===== src/rtl/pipeline_hazard_ctrl.sv =====
// pipeline_hazard_ctrl
//   Stall/flush sequencer for the 5-stage MIPS pipeline. Resolves load-use
//   hazards, taken-branch flushes, instruction-memory wait states and a debug
//   halt/single-step mode, and keeps saturating stall/flush statistics.
//
// Ports
//   clk            pipeline clock, rising edge
//   reset          asynchronous active-low reset (0 = in reset)
//   id_rs, id_rt   source register fields of the instruction in IF/ID
//   id_uses_rt     ID instruction reads rt as a source
//   ex_mem_read    instruction in EX is a load
//   ex_rt          destination register of the load in EX
//   branch_taken   branch/jump resolved taken in EX this cycle
//   imem_ready     instruction memory returns valid data this cycle
//   halt_req       debug halt request (level)
//   resume, step   debug resume / single-step pulses
//   pc_write       PC load enable
//   if_id_write    IF/ID load enable
//   if_id_flush    IF/ID loads a NOP
//   id_ex_flush    ID/EX loads a bubble
//   halted         sequencer is in the debug-halted state
//   imem_timeout   sticky flag: imem wait exceeded IMEM_TIMEOUT cycles
//   stall_cycles   saturating count of load-use / imem-wait stall cycles
//   flush_count    saturating count of taken-branch flush cycles
module pipeline_hazard_ctrl #(
    parameter int unsigned CNT_W        = 16,
    parameter int unsigned WAIT_W       = 8,
    parameter int unsigned IMEM_TIMEOUT = 64
) (
    input  logic             clk,
    input  logic             reset,
    input  logic [4:0]       id_rs,
    input  logic [4:0]       id_rt,
    input  logic             id_uses_rt,
    input  logic             ex_mem_read,
    input  logic [4:0]       ex_rt,
    input  logic             branch_taken,
    input  logic             imem_ready,
    input  logic             halt_req,
    input  logic             resume,
    input  logic             step,
    output logic             pc_write,
    output logic             if_id_write,
    output logic             if_id_flush,
    output logic             id_ex_flush,
    output logic             halted,
    output logic             imem_timeout,
    output logic [CNT_W-1:0] stall_cycles,
    output logic [CNT_W-1:0] flush_count
);

    typedef enum logic [1:0] {
        RUN       = 2'd0,
        IMEM_WAIT = 2'd1,
        HALTED    = 2'd2,
        STEP      = 2'd3
    } state_t;

    state_t            state_q, state_d;
    logic [WAIT_W-1:0] wait_q, wait_d;
    logic              timeout_q, timeout_d;
    logic [CNT_W-1:0]  stall_q, stall_d;
    logic [CNT_W-1:0]  flush_q, flush_d;

    logic lu;
    logic advanced;
    logic stall_inc;
    logic flush_inc;

    // Load-use hazard: the load in EX writes a register the ID instruction reads.
    assign lu = ex_mem_read && (ex_rt != 5'd0) &&
                ((ex_rt == id_rs) || (id_uses_rt && (ex_rt == id_rt)));

    // A normal cycle moves the PC forward when a branch redirects it or when
    // fetch delivered data and no load-use hazard holds it back.
    assign advanced = branch_taken || (!lu && imem_ready);

    always_comb begin
        pc_write    = 1'b1;
        if_id_write = 1'b1;
        if_id_flush = 1'b0;
        id_ex_flush = 1'b0;
        stall_inc   = 1'b0;
        flush_inc   = 1'b0;
        state_d     = state_q;
        wait_d      = '0;

        if (state_q == HALTED) begin
            // Drain downstream with bubbles; a taken branch still redirects.
            if (branch_taken) begin
                pc_write    = 1'b1;
                if_id_write = 1'b1;
                if_id_flush = 1'b1;
                id_ex_flush = 1'b1;
                flush_inc   = 1'b1;
            end else begin
                pc_write    = 1'b0;
                if_id_write = 1'b0;
                if_id_flush = 1'b0;
                id_ex_flush = 1'b1;
            end
        end else begin
            if (branch_taken) begin
                pc_write    = 1'b1;
                if_id_write = 1'b1;
                if_id_flush = 1'b1;
                id_ex_flush = 1'b1;
                flush_inc   = 1'b1;
            end else if (lu) begin
                pc_write    = 1'b0;
                if_id_write = 1'b0;
                if_id_flush = 1'b0;
                id_ex_flush = 1'b1;
                stall_inc   = 1'b1;
            end else if (!imem_ready) begin
                pc_write    = 1'b0;
                if_id_write = 1'b1;
                if_id_flush = 1'b1;
                id_ex_flush = 1'b0;
                stall_inc   = 1'b1;
            end
        end

        case (state_q)
            RUN: begin
                if (halt_req) begin
                    state_d = HALTED;
                end else if (!branch_taken && !lu && !imem_ready) begin
                    state_d = IMEM_WAIT;
                end
            end
            IMEM_WAIT: begin
                if (imem_ready || branch_taken) begin
                    state_d = halt_req ? HALTED : RUN;
                end else if (wait_q != '1) begin
                    wait_d = wait_q + 1'b1;
                end else begin
                    wait_d = wait_q;
                end
            end
            HALTED: begin
                if (resume) begin
                    state_d = RUN;
                end else if (step) begin
                    state_d = STEP;
                end
            end
            STEP: begin
                if (advanced) begin
                    state_d = HALTED;
                end
            end
            default: state_d = RUN;
        endcase

        timeout_d = timeout_q || (wait_q == WAIT_W'(IMEM_TIMEOUT));
        stall_d   = (stall_inc && (stall_q != '1)) ? stall_q + 1'b1 : stall_q;
        flush_d   = (flush_inc && (flush_q != '1)) ? flush_q + 1'b1 : flush_q;

        // Reset forces a safe pipeline: nothing loads, both stages flushed.
        if (!reset) begin
            pc_write    = 1'b0;
            if_id_write = 1'b0;
            if_id_flush = 1'b1;
            id_ex_flush = 1'b1;
        end
    end

    always_ff @(posedge clk or negedge reset) begin
        if (!reset) begin
            state_q   <= RUN;
            wait_q    <= '0;
            timeout_q <= 1'b0;
            stall_q   <= '0;
            flush_q   <= '0;
        end else begin
            state_q   <= state_d;
            wait_q    <= wait_d;
            timeout_q <= timeout_d;
            stall_q   <= stall_d;
            flush_q   <= flush_d;
        end
    end

    assign halted       = (state_q == HALTED);
    assign imem_timeout = timeout_q;
    assign stall_cycles = stall_q;
    assign flush_count  = flush_q;

endmodule

===== config.mk =====
export PLATFORM = sky130hd
export DESIGN_NAME = pipeline_hazard_ctrl
export DESIGN_NICKNAME = d
export VERILOG_FILES = /design/src/rtl/pipeline_hazard_ctrl.sv
export SDC_FILE = /design/constraint.sdc
export NUM_CORES = 1
export LEC_CHECK = 0
export BUFFER_PORTS_ARGS = -buffer_cell sky130_fd_sc_hd__buf_2
export CORE_MARGIN = 3
export CORE_UTILIZATION = 50
export DETAILED_ROUTE_END_ITERATION = 8
export PLACE_DENSITY = 0.88
export SYNTH_ARGS = -nofsm -noshare
export SYNTH_HDL_FRONTEND = slang
export SYNTH_SLANG_ARGS = --single-unit

===== constraint.sdc =====
create_clock -name clk -period 3.8 [get_ports clk]
set_input_delay 0.38 -clock clk [delete_from_list [all_inputs] [get_ports clk]]
set_output_delay 0.38 -clock clk [all_outputs]
set_load 0.1 [all_outputs]

Word level (Yosys, flattened, before mapping):

Index checks and enable logic that the tools add are counted.

* register bits: 43
* bits of input ports: 24
* output and inout port bits: 38
* word-level logic and storage cells: 73

* add/subtract/negate cells: 3
* equal/unequal tests: 14
* mux-type cells: 33
* reduce and logical (&&, ||, !) cells: 18

Operator list (count)
* $add A16 B1 Y16 const B: 2
* $ne A16 B16 Y1 const B: 2
* $mux W8: 3
* $mux W1: 22
* $mux W2: 7
* $eq A5 B5 Y1: 2
* $ne A3 B3 Y1 const B: 3
* $add A8 B1 Y8 const B: 1
* $eq A8 B7 Y1 const B: 1
* $logic_and A1 B1 Y1: 8
* $ne A8 B8 Y1 const B: 1
* $pmux W2 S4: 1
* $reduce_bool A5 Y1: 1
* $eq A2 B2 Y1 const B: 2
* $logic_or A1 B1 Y1: 4
* $ne A2 B2 Y1 const B: 2
* $reduce_and A4 Y1: 1
* $logic_not A1 Y1: 3
* $eq A2 B1 Y1 const B: 1
* $logic_not A2 Y1: 1

Longest topological paths before layout:

Gate-level depths: netlist of the first run.

* depth after elaboration: 10
* gate-level depth with buffers: 8
* depth with buffers taken out: 6

Worst setup path before layout of the first run:

No wires, ideal clock.

* path type: input-to-output
* start: in ex_rt[0]
* end: out if_id_flush
* data arrival time: 4585 ps
* data required time: 3420 ps
* setup slack: -1165 ps
* stages on the path: 5
* buffers on the path: 0
* cell sequence: or3_1 nor3_1 nand2b_1 nor2_1 o311ai_0

* word-level cells in the longest chain between the ends: 8

RTL lines
* from (decl): line 36 `input logic [4:0] ex_rt,`
* $eq A5 B5 Y1: line 72 `((ex_rt == id_rs) || (id_uses_rt && (ex_rt == id_rt)));`
* $logic_and A1 B1 Y1: line 72
* $logic_or A1 B1 Y1: line 72
* $logic_and A1 B1 Y1 *: line 71 `assign lu = ex_mem_read && (ex_rt != 5'd0) &&`
* $mux W1 *: line 109 `end else if (lu) begin`
* $mux W1 *: line 103 `if (branch_taken) begin`
* $mux W1 *: line 88 `if (state_q == HALTED) begin`
* $mux W1 *: line 161 `if (!reset) begin`
* to (decl): line 44 `output logic if_id_flush,`

Mark *: on every way between the ends. The rest lies on a longest branch, timed or not.

Final worst setup path of the first run:

* start: in ex_rt[4]
* end: out id_ex_flush

* word-level cells in the longest chain between the ends: 8

RTL lines
* $eq A5 B5 Y1: line 72
* $logic_and A1 B1 Y1: line 72
* $logic_or A1 B1 Y1: line 72
* $logic_and A1 B1 Y1 *: line 71
* $mux W1 *: line 109
* $mux W1 *: line 103
* $mux W1 *: line 88
* $mux W1 *: line 161
* to (decl): line 45 `output logic id_ex_flush,`

Marks and branches as above.

==> results of run 1 <==
==> cell usage after synthesis, types with 5 or more instances <==
library cell  instances  area share [%]
dfrtp_1              43              43
and2_1                6             1.5
nand2_1              23             3.5
nor4_1                5             1.3
nand3_1              17             3.4
and4_1                5             1.8
nand4_1               6             1.5
nor3_1               10             2.0
and3_1                9             2.3
nor4_2                7             3.5
inv_1                10             1.5
xnor2_1              12             4.2
nor2_1               23             3.5
xor2_1               24             8.4
==> power by group <==
group / internal [mW] / switching (mW) / leakage [nW]
clock: 0.213 / 0.158 / 0.0612
sequential: 0.529 / 0.0909 / 0.564
combinational: 0.151 / 0.703 / 0.812
==> state kept, by name, indices dropped and copies added (netlist names) <==
name,cells
stall_cycles,16
state_q,2
wait_q,8
flush_count,16
imem_timeout,1
==> final cells by class <==
cell class                 count  area [um^2]
inverter                      10         37.5
clock buffer                   6         82.6
sequential                    43         1080
multi-input combinational    194         1310
timing repair buffer          64          330
fill                         428         1800
tap                           67         83.8
clock inverter                 2         35.0
==> final timing paths <==
path / start / to / slack (ns) / cells after the start
worst max-delay path: ex_rt[4] / id_ex_flush / 1.09 / 7
worst min-delay path: resume / state_q[1] / 0.31 / 2
worst max register to register: stall_cycles[0] / stall_cycles[1] / 1.33 / 6
worst min register to register: imem_timeout / imem_timeout / 0.47 / 1
max in group asynchronous: reset / stall_cycles[7] / 2.54 / 3
min in group asynchronous: reset / flush_count[1] / 0.53 / 2
==> cell families (layout without fill, tap and decap cells) <==
group	after synthesis	count (layout)	synth area share (%)
compound gates	24	24	7.28
xor+xnor	36	36	12.7
fa+ha+maj	4	4	2.01
buf+inv	20	82	4.12
flops	43	43	43.2
mux	2	2	1.05
simple gates	128	128	29.7
==> through the flow <==
stage | util, % | hold slack (ns)
after detailed placement | 59.5 | 0.253
final | 62.2 | 0.311
after global routing | 62.2 | 0.319
after global placement | 59.5 | 0.246
after floorplan | - | 0.0844
after CTS | 62.2 | 0.314
==> per-layer routing <==
layer	vias to the layer above	share of wire (%)	global-route usage, %
li1	1035	-	-
met1	1019	45	26.0
met2	50	49	32.6
met3	7	4.7	4.14
met4	0	1.1	5.43
met5	-	0	0
==> repair_timing <==
item	CTS	global route
hold buffers	1	0
hold endpoints to repair	7	0
gates resized for setup	0	0
==> critical path: cells and delay by family <==
family,cells,cell delay (ns)
compound gates,1,0.23
buf+inv,2,0.54
simple gates,3,1.01
xor+xnor,1,0.16
==> flow_summary_export.csv, run 1 <==
group,metric,value,unit
placed_design,io_buffers,61,
critical_path,slowest_delay,0.48,ns
clocking,insertion_delay,0.29,ns
synth,syn_avg_cell_area,9.69,um^2
placed_design,place_area,2830,um^2
synth,ys_seq_area_share,43.2,%
grt,grt_pass1_vias,1967,
synth,synth_edf_count,0,
layout,mostFrequentLayoutCells,"61 x buf_2, 43 x dfrtp_1, 24 x xor2_1",
timing,fin_ws,1.09,ns
floorplanning,ios,62,
clocking,htree_levels,2,
layout,stdcell_area,2960,um^2
synth,synth_cell_types,47,
drt,drcViolationCount,0,
timing,finClkSkew,0.00221,ns
grt,overflow,0,
critical_path,start_kind,"input port",
grt,antenna_found_initial,0,
critical_path,crit_slowest_cell,"nor4_1",
timing,max_freq,0.368,GHz
floorplanning,rows,25,
placed_design,gp_congestion,0.799,
drt,route.detailed.wl_per_inst,14.1,um
critical_path,required,3.42,ns
drt,wirelength,5.46,mm
clocking,root_buffer,"clkbuf_8",
critical_path,critPathMaxFanout,5,
drt,vias_per_cell,5.47,
floorplanning,core_area,4750,um^2
timing,post-route-min-period,2.71,ns
drt,num_vias,2111,
layout,diodes,0,
pwr,p_per_area,623,nW/um^2
timing,setup_viol,0,
clocking,clkSinkCount,43,
clocking,numCtsBuffers,5,
placed_design,placedCellCount,377,
critical_path,crit_chain,"buf_2, xor2_1, nor4_1, a22oi_1, nor2_1, or4b_1, buf_2",
timing,relSlewSlack,50.3,%
grt,grt_pass1_wl,9.48,mm
drt,drtAntennaViolNets,0,
clocking,cts_setup_buffers,0,
synth,async_flop_share,100,%
synth,syn_nets,285,
synth,netlist_instances,257,
critical_path,worstPathArrival,2.33,ns
placed_design,place_hpwl,4.08,mm
floorplanning,start_util,52.4,%
timing,slew_violations,0,
synth,yosysWarnings,0,
critical_path,criticalPathCategory,"input port to output port",
timing,final-hold-violation-count,0,
clocking,path_clk_slew,0.08,ns
status,outcome,"complete, no violations",
min_path,hp-class,"input port to register",
pwr,power.total,1.84,mW
floorplanning,dieArea,5870,um^2
pwr,peakVddDrop,0.000711,V
timing,rsz0062_at_grt,"no",
grt,grt_util_all_layers,19.6,%
drt,first_pass_iters,4,
placed_design,place_ws,1.12,ns
floorplanning,fp.dieH,76.6,um
timing,worst_pin_slew,0.746,ns
job,max-cap-violations,0,
drt,drtIter0Drc,225,
layout,drive_above_1_share,25.7,%
grt,grt_max_degree,38,
timing,min_period_over_period,71.4,%
layout,final_cell_count_no_fill,386,
critical_path,end_kind,"output port",
timing,totalNegativeSetupSlack,0,ns
critical_path,crit_top_cell,"buf_2",
layout,syn_to_final_growth,18.7,%
clocking,clk_path_buf_depth,2,
layout,layout_commonest_cell,"buf_2",
clocking,cts_tree,"done",
synth,synth_area,2490,um^2
floorplanning,die_w,76.6,um
synth,synth_seq_cells,43,
pwr,power.leakage,1.44,nW
layout,nets,346,
synth,synth_flop_cell,"dfrtp_1",
No activity file was read; power rests on OpenSTA's default activity.
==> inputs of run 2 (changes only) <==
--- a/config.mk
+++ b/config.mk
@@ -7,7 +7,7 @@
 export LEC_CHECK = 0
 export BUFFER_PORTS_ARGS = -buffer_cell sky130_fd_sc_hd__buf_2
 export CORE_MARGIN = 3
-export CORE_UTILIZATION = 50
+export CORE_UTILIZATION = 48
 export DETAILED_ROUTE_END_ITERATION = 8
 export PLACE_DENSITY = 0.88
 export SYNTH_ARGS = -nofsm -noshare
==> constraint.sdc (replaced) <==
create_clock -name clk -period 2.4 [get_ports clk]
set_input_delay 0.24 -clock clk [delete_from_list [all_inputs] [get_ports clk]]
set_output_delay 0.24 -clock clk [all_outputs]
set_load 0.1 [all_outputs]
==> flow_summary_export.csv, run 2 (synthesis gave the netlist of run 1 again) <==
group,metric,value,unit
layout,drive_above_1_share,31.2,%
critical_path,worstPathArrival,2.42,ns
grt,antenna_found_initial,0,
drt,num_vias,2144,
floorplanning,ios,62,
layout,mostFrequentLayoutCells,"58 x buf_2, 33 x dfrtp_1, 24 x xor2_1",
drt,first_pass_iters,4,
grt,grt.busiest_layer,"met2",
critical_path,reg2reg_slack,0.17,ns
timing,slew_violations,0,
floorplanning,dieArea,6090,um^2
timing,post-route-min-period,2.23,ns
floorplanning,fp.dieH,78.0,um
drt,drcViolationCount,0,
timing,finClkSkew,0.00933,ns
placed_design,place_hpwl,4.06,mm
critical_path,crit_slowest_cell,"dfrtp_4",
min_path,hp-class,"input port to register",
floorplanning,core_area,4880,um^2
clocking,insertion_delay,0.31,ns
grt,grt_max_degree,39,
pwr,power.total,2.88,mW
timing,totalNegativeSetupSlack,0,ns
layout,stdcell_area,3060,um^2
layout,syn_to_final_growth,22.9,%
grt,grt_pass1_wl,9.41,mm
layout,diodes,0,
clocking,root_buffer,"clkbuf_8",
job,max-cap-violations,0,
drt,route.detailed.wl_per_inst,13.9,um
critical_path,start_kind,"register",
critical_path,slowest_delay,0.50,ns
grt,grt_util_all_layers,18.9,%
placed_design,io_buffers,61,
floorplanning,rows,25,
critical_path,end_kind,"register",
layout,nets,351,
clocking,cts_tree,"done",
layout,layout_commonest_cell,"buf_2",
drt,drtAntennaViolNets,0,
pwr,peakVddDrop,0.00114,V
timing,setup_viol,0,
placed_design,place_area,2960,um^2
status,outcome,"complete, no violations",
pwr,p_per_area,942,nW/um^2
critical_path,required,2.59,ns
floorplanning,die_w,78.0,um
grt,use_met1,22.6,%
timing,worst_pin_slew,0.498,ns
timing,final-hold-violation-count,0,
clocking,path_clk_slew,0.09,ns
drt,wirelength,5.43,mm
critical_path,crit_top_cell,"and3_1",
critical_path,critPathMaxFanout,7,
layout,fill_cells,418,
grt,grt_pass1_vias,2161,
clocking,numCtsBuffers,5,
pwr,power.leakage,1.45,nW
clocking,clk_path_buf_depth,2,
drt,vias_per_cell,5.48,
placed_design,gp_congestion,0.784,
timing,max_freq,0.448,GHz
clocking,htree_levels,2,
clocking,clkSinkCount,43,
timing,min_period_over_period,93.0,%
critical_path,criticalPathCategory,"register to register",
grt,overflow,0,
clocking,cts_setup_buffers,0,
critical_path,crit_chain,"ha_2, and3_1, and4_1, and3_1, or3_4, mux2_4",
grt,gr-usage-met2,33.5,%
floorplanning,start_util,51.1,%
timing,rsz0062_at_grt,"no",
timing,relSlewSlack,67.0,%
drt,drtIter0Drc,121,
grt,use_met3,4.82,%
## run 2: changes by cell type in the layout (fill, tap and decap cells not counted), moves of 2 or more
| cell | before | now |
|---|---|---|
| dfrtp_4 | 0 | 2 |
| buf_2 | 61 | 58 |
| buf_4 | 2 | 7 |
| dfrtp_2 | 0 | 8 |
| buf_12 | 0 | 3 |
| dfrtp_1 | 43 | 33 |
| clkinvlp_4 | 0 | 2 |
## run 2: through the flow
step           cells  worst slack [ns]  hold slack (ns)  utilization, %
5_1_grt          391            0.0177            0.141            62.7
3_5_place_dp     382             0.189            0.103            60.6
4_1_cts          391             0.163            0.124            62.7
3_3_place_gp     382             0.239            0.104            60.6
6_report         391             0.169            0.134            62.7
2_1_floorplan    257            -0.201          -0.0556               -
## run 2: power breakdown
group	leakage [nW]	internal (mW)	switching [mW]	total, mW
clock	0.0408	0.208	0.277	0.486
sequential	0.550	0.852	0.143	0.995
combinational	0.860	0.276	1.12	1.40
## run 2: path summary, 6_finish.rpt
check,startpoint,to,cells after the start
setup / recovery,stall_cycles[0],stall_cycles[1],6
min in group asynchronous,reset,wait_q[5],2
setup reg to reg,stall_cycles[0],stall_cycles[1],6
hold reg to reg,imem_timeout,imem_timeout,1
max in group asynchronous,reset,stall_cycles[1],3
hold / removal,resume,state_q[1],2
## run 2: repair_timing
action                    CTS  global route
hold buffers                1             0
hold endpoints to repair    6             0
resized for setup           0             0
## run 2: final cells by class
| class | count | area [um^2] | share of cell area [%] |
|---|---|---|---|
| clock buffers | 5 | 68.8 | 2.25 |
| clock inverters | 3 | 23.8 | 0.777 |
| inverters | 10 | 37.5 | 1.23 |
| multi-input cells | 194 | 1340 | 43.8 |
| flip-flops and latches | 43 | 1090 | 35.7 |
| well taps | 67 | 83.8 | 2.74 |
| repair buffers | 69 | 413 | 13.5 |
## run 2: worst max-delay path, delay by kind of cell (launching register included)
kind                       cells  cell delay, ns
and+or+nand+nor                4            1.12
muxes                          1            0.31
adders and majority gates      1            0.20
DFF                            1            0.50
## run 2: layer usage
metal | share of wire, % | up-vias
li1 | - | 1052
met1 | 43 | 1022
met2 | 50 | 66
met3 | 5.7 | 4
met4 | 0.76 | 0
met5 | 0 | -
==> inputs of run 3 (changes only) <==
--- a/config.mk
+++ b/config.mk
@@ -5,11 +5,12 @@
 export SDC_FILE = /design/constraint.sdc
 export NUM_CORES = 1
 export LEC_CHECK = 0
+export ABC_AREA = 1
 export BUFFER_PORTS_ARGS = -buffer_cell sky130_fd_sc_hd__buf_2
 export CORE_MARGIN = 3
-export CORE_UTILIZATION = 48
+export CORE_UTILIZATION = 49
 export DETAILED_ROUTE_END_ITERATION = 8
-export PLACE_DENSITY = 0.88
+export PLACE_DENSITY = 0.89
 export SYNTH_ARGS = -nofsm -noshare
 export SYNTH_HDL_FRONTEND = slang
 export SYNTH_SLANG_ARGS = --single-unit
==> constraint.sdc (replaced) <==
create_clock -name clk -period 2.4 [get_ports clk]
set_input_delay 0.48 -clock clk [delete_from_list [all_inputs] [get_ports clk]]
set_output_delay 0.48 -clock clk [all_outputs]
set_load 0.1 [all_outputs]
==> flow_summary_export.csv, run 3 <==
group,metric,value,unit
status,outcome,"complete, no violations",
synth,yosys-top-cells-area,"dfrtp_1 41%, nand2_1 14%, inv_1 8.1%",
grt,grt_pass1_vias,2335,
placed_design,placedCellCount,487,
synth,async_flop_share,100,%
drt,drtAntennaViolNets,0,
clocking,cts_resized,0,
floorplanning,ios,62,
synth,synth_cell_types,29,
timing,slew_violations,0,
synth,synth_seq_cells,43,
critical_path,start_kind,"input port",
synth,yosysTopAreaCellShare,40.6,%
pwr,power_frac_clock,16.8,%
synth,synth_commonest_cells,"97 x nand2_1, 57 x inv_1, 43 x dfrtp_1",
critical_path,critPathMaxFanout,3,
synth,syn_avg_cell_area,7.37,um^2
pwr,power.leakage,1.59,nW
pwr,peakVddDrop,0.000625,V
timing,final-hold-violation-count,0,
grt,antenna_found_initial,0,
drt,vias_per_cell,4.97,
synth,netlist_instances,359,
layout,nets,452,
synth,synth_top_area_cell,"dfrtp_1",
placed_design,gp_congestion,0.885,
pwr,swShare,54.2,%
clocking,cts_tree,"done",
synth,syn_nets,387,
synth,synth_compound_area_share,8.08,%
synth,yosysWarnings,0,
floorplanning,rows,26,
synth,synth_area,2650,um^2
synth,post-synth-top-count-cell,"nand2_1",
layout,mostFrequentLayoutCells,"97 x nand2_1, 58 x buf_2, 57 x inv_1",
layout,fill_cells,431,
pwr,switchingPower,1.57,mW
min_path,hp-class,"input port to asynchronous set/reset pin",
placed_design,place_hpwl,4.50,mm
clocking,clkSinkCount,43,
placed_design,io_buffers,61,
synth,synth_top_family_by_area,"simple AND/OR/NAND/NOR gates",
layout,syn_to_final_growth,19.8,%
timing,totalNegativeSetupSlack,0,ns
clocking,clk_path_buf_depth,2,
clocking,insertion_delay,0.30,ns
layout,drive_above_1_share,20.5,%
timing,max_freq,0.440,GHz
critical_path,worstPathArrival,1.79,ns
drt,route.detailed.wl_per_inst,11.8,um
drt,drtIter0Drc,115,
pwr,pwr-share-comb,49.7,%
timing,finClkSkew,0.0104,ns
grt,grt_pass1_wl,10.2,mm
grt,grt_util_all_layers,19.9,%
layout,final_cell_count_no_fill,495,
timing,min_period_over_period,94.7,%
drt,wirelength,5.86,mm
timing,rsz0062_at_grt,"no",
timing,setup_viol,0,
grt,grt_max_degree,44,
clocking,hold_buffers,0,
clocking,path_clk_slew,0.09,ns
grt,overflow,0,
pwr,power.total,2.89,mW
layout,layout_commonest_cell,"nand2_1",
job,max-cap-violations,0,
timing,relSlewSlack,61.9,%
clocking,htree_levels,2,
synth,synthMuxAreaShare,0,%
drt,num_vias,2458,
floorplanning,fp.dieH,79.5,um
floorplanning,core_area,5170,um^2
drt,drcViolationCount,0,
critical_path,required,1.92,ns
pwr,seq_power_share,33.5,%
floorplanning,die_w,79.5,um
clocking,cts_setup_buffers,0,
clocking,numCtsBuffers,5,
timing,post-route-min-period,2.27,ns
synth,synth_edf_count,0,
clocking,root_buffer,"clkbuf_8",
critical_path,criticalPathCategory,"input port to output port",
floorplanning,dieArea,6320,um^2
pwr,p_int,1.32,mW
synth,synth_xor_area_share,9.59,%
synth,synth_flop_cell,"dfrtp_1",
synth,synthSimpleGateAreaFrac,29.5,%
synth,synth-adder-area-share,1.89,%
drt,first_pass_iters,4,
critical_path,end_kind,"output port",
floorplanning,start_util,51.2,%
synth,ys_seq_area_share,40.6,%
layout,diodes,0,
timing,worst_pin_slew,0.571,ns
pwr,p_per_area,911,nW/um^2
## run 3: kinds of logic (layout without fill, tap and decap cells)
family	count (synthesis)	in the layout
AOI/OAI and AO/OA	38	38
adders and majority gates	4	4
buffers and inverters	65	131
and+or+nand+nor	180	180
DFF	43	43
xor gates and xnor gates	29	29
## run 3: path summary, 6_finish.rpt
kind,from,endpoint,slack [ns],cells past startpoint
max,ex_rt[3],pc_write,0.13,10
max reg2reg,stall_cycles[0],stall_cycles[13],0.38,9
min reg2reg,imem_timeout,imem_timeout,0.50,1
min,reset,stall_cycles[6],0.27,2
min in group clk,imem_timeout,imem_timeout,0.50,1
max in group asynchronous,reset,wait_q[5],1.75,2
## run 3: layout make-up
type                    instances  area (um^2)  area share [%]
clock buffers                   5         68.8            2.17
clock inverters                 3         25.0           0.789
inverters                      60          225            7.10
multi-input cells             251         1320            41.7
flip-flops and latches         43         1080            33.9
well taps                      70         87.6            2.76
repair buffers                 63          365            11.5
## run 3: per-layer routing
metal	part of all wire, %	GRT usage, %	vias to the layer above
met4	0.97	5.50	0
met2	49	33.5	54
met3	4.9	4.97	6
met1	45	25.5	1134
li1	-	-	1264
met5	0	0	-
## run 3: power groups by stage
stage	registers [mW]	logic [mW]	clock network, mW
floorplan	1.60	0.552	0
global placement	0.972	1.42	0
detailed placement	0.977	1.44	0
CTS	0.965	1.45	0.497
global route	0.988	1.53	0.521
finish	0.967	1.44	0.486
## run 3: stage by stage
stage               cell area (um^2)  hold WS (ns)  setup WS [ns]  utilization [%]
CTS                             3170         0.292          0.134             61.3
global route                    3170         0.332        0.00890             61.3
global placement                3080         0.467          0.229             59.5
detailed placement              3080         0.463          0.135             59.5
floorplan                       2670         0.184         -0.271                -
finish                          3170         0.271          0.128             61.3
## run 3: critical path, stage by stage
cell and delay (ns):
buf_2 0.11, inv_2 0.07, nand4_1 0.09, o21ai_0 0.17, inv_1 0.08, nand2_1 0.11, nand2_1 0.13, a21oi_4 0.18
and2_2 0.20, buf_12 0.17
